`config.mk`:
```
export PLATFORM = sky130hd
export DESIGN_NAME = sub_serial_seq
export DESIGN_NICKNAME = d
export VERILOG_FILES = /design/src/rtl/sub_pkg.sv /design/src/rtl/sub_byte_borrow.sv /design/src/rtl/sub_serial_seq.sv
export SDC_FILE = /design/constraint.sdc
export NUM_CORES = 1
export LEC_CHECK = 0
export CORE_UTILIZATION = 40
export DETAILED_ROUTE_END_ITERATION = 12
export HOLD_SLACK_MARGIN = 0.03
export PLACE_DENSITY = 0.74
export SYNTH_ARGS = -nofsm -noshare
export SYNTH_HDL_FRONTEND = slang
export SYNTH_HIERARCHICAL = 1
export SYNTH_SLANG_ARGS = --single-unit
export TNS_END_PERCENT = 30
```
`constraint.sdc`:
```
create_clock -name clk -period 5.2 [get_ports clk]
set_input_delay 0.78 -clock clk [delete_from_list [all_inputs] [get_ports clk]]
set_output_delay 0.78 -clock clk [all_outputs]
set_load 0.03 [all_outputs]
```
`src/rtl/sub_pkg.sv`:
```
// Shared definitions for the serial multi-byte subtractor.
package sub_pkg;

  typedef enum logic [1:0] {
    IDLE = 2'd0,
    RUN  = 2'd1,
    DONE = 2'd2
  } state_t;

  localparam int BYTE_W = 8;

  // Width of a byte index; never narrower than one bit.
  function automatic int idx_w(input int n);
    return (n < 2) ? 1 : $clog2(n);
  endfunction

endpackage

```
`src/rtl/sub_byte_borrow.sv`:
```
// One 8-bit subtract-with-borrow slice, shared by every byte of the operation.
module sub_byte_borrow
  import sub_pkg::*;
(
  input  logic [BYTE_W-1:0] a,
  input  logic [BYTE_W-1:0] b,
  input  logic              bin,
  output logic [BYTE_W-1:0] d,
  output logic              bout
);

  logic [BYTE_W:0] w_res;

  // A ninth bit captures the borrow: it is set whenever a < b + bin.
  assign w_res = {1'b0, a} - {1'b0, b} - {{BYTE_W{1'b0}}, bin};
  assign d     = w_res[BYTE_W-1:0];
  assign bout  = w_res[BYTE_W];

endmodule

```
`src/rtl/sub_serial_seq.sv`:
```
// Serial A-B sequencer: one byte per cycle, LSB first, borrow chained between bytes.
module sub_serial_seq
  import sub_pkg::*;
#(
  parameter int NBYTES = 4
) (
  input  logic                     clk,
  input  logic                     rst_n,
  input  logic                     in_valid,
  output logic                     in_ready,
  input  logic [BYTE_W*NBYTES-1:0] a,
  input  logic [BYTE_W*NBYTES-1:0] b,
  output logic                     out_valid,
  input  logic                     out_ready,
  output logic [BYTE_W*NBYTES-1:0] diff,
  output logic                     borrow,
  output logic                     zero,
  output logic                     busy
);

  localparam int              W    = BYTE_W * NBYTES;
  localparam int              IW   = idx_w(NBYTES);
  localparam logic [IW-1:0]   LAST = IW'(NBYTES - 1);

  state_t             r_state;
  logic [W-1:0]       r_a;
  logic [W-1:0]       r_b;
  logic [W-1:0]       r_diff;
  logic [IW-1:0]      r_idx;
  logic               r_bin;
  logic               r_borrow;

  logic [BYTE_W-1:0]  w_a_byte;
  logic [BYTE_W-1:0]  w_b_byte;
  logic [BYTE_W-1:0]  w_d;
  logic               w_bout;

  // Operand bytes are picked by index; the operand registers never shift.
  assign w_a_byte = r_a[r_idx*BYTE_W +: BYTE_W];
  assign w_b_byte = r_b[r_idx*BYTE_W +: BYTE_W];

  sub_byte_borrow u_slice (
    .a    (w_a_byte),
    .b    (w_b_byte),
    .bin  (r_bin),
    .d    (w_d),
    .bout (w_bout)
  );

  always_ff @(posedge clk or negedge rst_n) begin
    if (!rst_n) begin
      r_state  <= IDLE;
      r_a      <= '0;
      r_b      <= '0;
      r_diff   <= '0;
      r_idx    <= '0;
      r_bin    <= 1'b0;
      r_borrow <= 1'b0;
    end else begin
      unique case (r_state)
        IDLE: begin
          if (in_valid) begin
            r_a      <= a;
            r_b      <= b;
            r_diff   <= '0;
            r_idx    <= '0;
            r_bin    <= 1'b0;
            r_borrow <= 1'b0;
            r_state  <= RUN;
          end
        end
        RUN: begin
          r_diff[r_idx*BYTE_W +: BYTE_W] <= w_d;
          r_bin <= w_bout;
          r_idx <= r_idx + 1'b1;
          if (r_idx == LAST) begin
            r_borrow <= w_bout;
            r_state  <= DONE;
          end
        end
        DONE: begin
          if (out_ready) begin
            r_state <= IDLE;
          end
        end
        default: r_state <= IDLE;
      endcase
    end
  end

  assign in_ready  = (r_state == IDLE);
  assign out_valid = (r_state == DONE);
  assign busy      = (r_state != IDLE);
  assign diff      = r_diff;
  assign borrow    = r_borrow;
  assign zero      = (r_diff == '0);

endmodule

```
==> run metrics <==
Worst Path Buf+Inv=3; all-layer global routing usage=18.5%; worst slew pin tran=0.884 ns; Core ar.=12100 sq um; die height=114 um; Ports=105; Worst path slowest cell=dfrtp_1; Post-Syn Instances=349; # rows=40; fmax=282 MHz; Max-Cap Viols=0; simple-gate portion of the synthesized area=6.40%; main combinational cell family by area after synthesis=multiplexers; Post-synth EDFFs=0; initial DRC count=178; distinct cell type count after synthesis=45; nets=544; Worst-path clk slew=0.07 ns; fraction of layout cells with a size suffix above 1=26.1%; clock sink count=102; gr ovfl total=0; crit-path cells=buf_4 -> mux4_2 -> inv_1 -> ha_1 -> inv_1 -> ha_1 -> a21oi_2 -> nand2_2 -> a221oi_2 -> nand3b_1 -> a22o_1; total wire length=11.0 mm; largest net degree at the start of global routing=57; type of destination of the critical path=register; Seq/Total Area, Yosys=51.0%; Req. time, crit path=5.44 ns; Routed WL per cell=17.6 um; compound-gate portion of the synthesized area=9.41%; slowest stage delay, CP=0.81 ns; Pins Over Slew Limit=0; HP Class=in2async; top_reg_cell synth=dfrtp_1; DRC viols=0; Post-Syn Area=5000 sq um; worst rel slew slack=41.1%; H-tree depth=3; placer congestion estimate=0.842; Final Hold Fails=0; CTS resizes=0; unrepaired setup endpoints after global routing=no; first-pass GRT wire length=18.0 mm; Yosys warnings=6; Synth Net Count=438; CTS root buf=clkbuf_16; period utilization=68.1%; crit path DAT=3.78 ns; FFs w/ async S/R, synth=100%; mux contribution to synthesized area=22.2%; total CTS buffers=9; worst-case clock buffer depth=2; count of input and output buffers=104; Detailed Routing Iterations Pass 1=4; DP HPWL=8.18 mm; initial antenna violation count=0; CTS tree=done; ant diodes=0; Post-Synth Adder-Cell Area=5.55%; # Post-CTS Setup Buffers=0; average cell area after synthesis=14.3 sq um; XOR/XNOR Fraction of Synth Area=0.876%; outcome=completed; Worst path top cell family by delay=flip-flops; Skew-Pair Late Insertion Delay=0.35 ns; via count=3250; register bit count reported by yosys=102; worst-path fanout max=12; worst setup path category=reg2reg; die area=13000 sq um; Chip Width=114 um; vias in the first global route=3479; Layout area overhead=29.5%; Initial Util=41.3%; number of vias per cell=5.18; setup TNS=0 ns; Clock Skew=0.0118 ns; Tmin final=3.54 ns; # setup viols final=0; Startpoint Class=register; post-route ant nets=0; CTS Hold Bufs=0
[through the flow]
step                setup slack (ns)  instance area [sq um]  instances  hold WS [ns]  utilization [%]
CTS                             1.64                   6470        628         0.445             53.5
finish                          1.66                   6470        628         0.425             53.5
global route                    1.40                   6470        628         0.475             53.5
global placement                1.80                   6170        612         0.485             51.0
detailed placement              1.68                   6170        612         0.489             51.0
floorplan                       2.32                   5000        349         0.466                -
[final timing paths]
kind	from	to	slack [ns]	cells past startpoint
min in group clk	r_a[21]$_DFFE_PN0P_	r_a[21]$_DFFE_PN0P_	0.50	1
setup reg to reg	r_idx[0]$_DFFE_PN0P_	diff[7]$_DFFE_PN0P_	1.66	11
max in group asynchronous	rst_n	r_state[1]$_DFFE_PN0P_	3.67	2
setup / recovery	r_idx[0]$_DFFE_PN0P_	diff[7]$_DFFE_PN0P_	1.66	11
hold reg to reg	r_a[21]$_DFFE_PN0P_	r_a[21]$_DFFE_PN0P_	0.50	1
hold / removal	rst_n	r_a[9]$_DFFE_PN0P_	0.43	1
[area by class of cell]
type	instances	area (sq um)
repair buffers	108	1070
multi-input cells	205	2230
well taps	168	210
clock buffers	9	225
flip-flops and latches	102	2550
fillers	1052	5640
clock inverters	7	78.8
inverters	29	109
[cell usage after synthesis (2+ instances only)]
cell type	count	area, sq um
mux4_2	16	360
a21oi_4	3	48.8
ha_1	19	238
dfrtp_1	102	2550
buf_6	4	45.0
a21oi_2	3	26.3
inv_1	29	109
mux2_2	65	732
fa_1	2	40.0
a22o_1	34	298
mux2i_1	2	20.0
buf_2	2	10.0
nand4_1	3	18.8
or2_2	2	12.5
nand2_1	7	26.3
nor2_1	7	26.3
nor4_4	3	63.8
and2b_1	3	22.5
xnor2_1	3	26.3
xor2_1	2	17.5
nand3_1	2	10.0
buf_4	6	45.0
nor4_1	8	50.1
[cells in the final DEF (no fill, tap or decap), drive strengths merged, types with 2 or more instances in the layout]
master,count
or2,2
inv,32
and2b,3
dfrtp,102
nand4,3
fa,2
mux2i,2
nor4,11
ha,19
mux4,16
nor2,7
xor2,2
xnor2,3
buf,5
a21boi,2
o21ai,2
a21oi,7
clkdlybuf4s50,103
nand2,8
a22o,34
clkinv,3
mux2,65
nand2b,2
nand3,2
clkbuf,9
[state kept, by name, summed over array words and instances, names as in the netlist]
| name | count |
|---|---|
| r_b | 32 |
| r_a | 32 |
| r_bin | 1 |
| borrow | 1 |
| r_state | 2 |
| r_idx | 2 |
| diff | 32 |
[metal layers]
layer / global-route usage (%) / up-vias / routed length [um]
li1: - / 1508 / -
met1: 22.6 / 1633 / 4700
met2: 31.4 / 94 / 5570
met3: 4.94 / 15 / 549
met4: 7.01 / 0 / 204
met5: 0 / - / 0
[cell families after synthesis]
logic type / Yosys count
flops: 102
buf+inv: 42
fa+ha+maj: 21
simple gates: 44
mux: 83
compound gates: 52
xor+xnor: 5
Power is not shown: default switching activity piles up to over one toggle a cycle in this logic, so the estimate is an artifact.
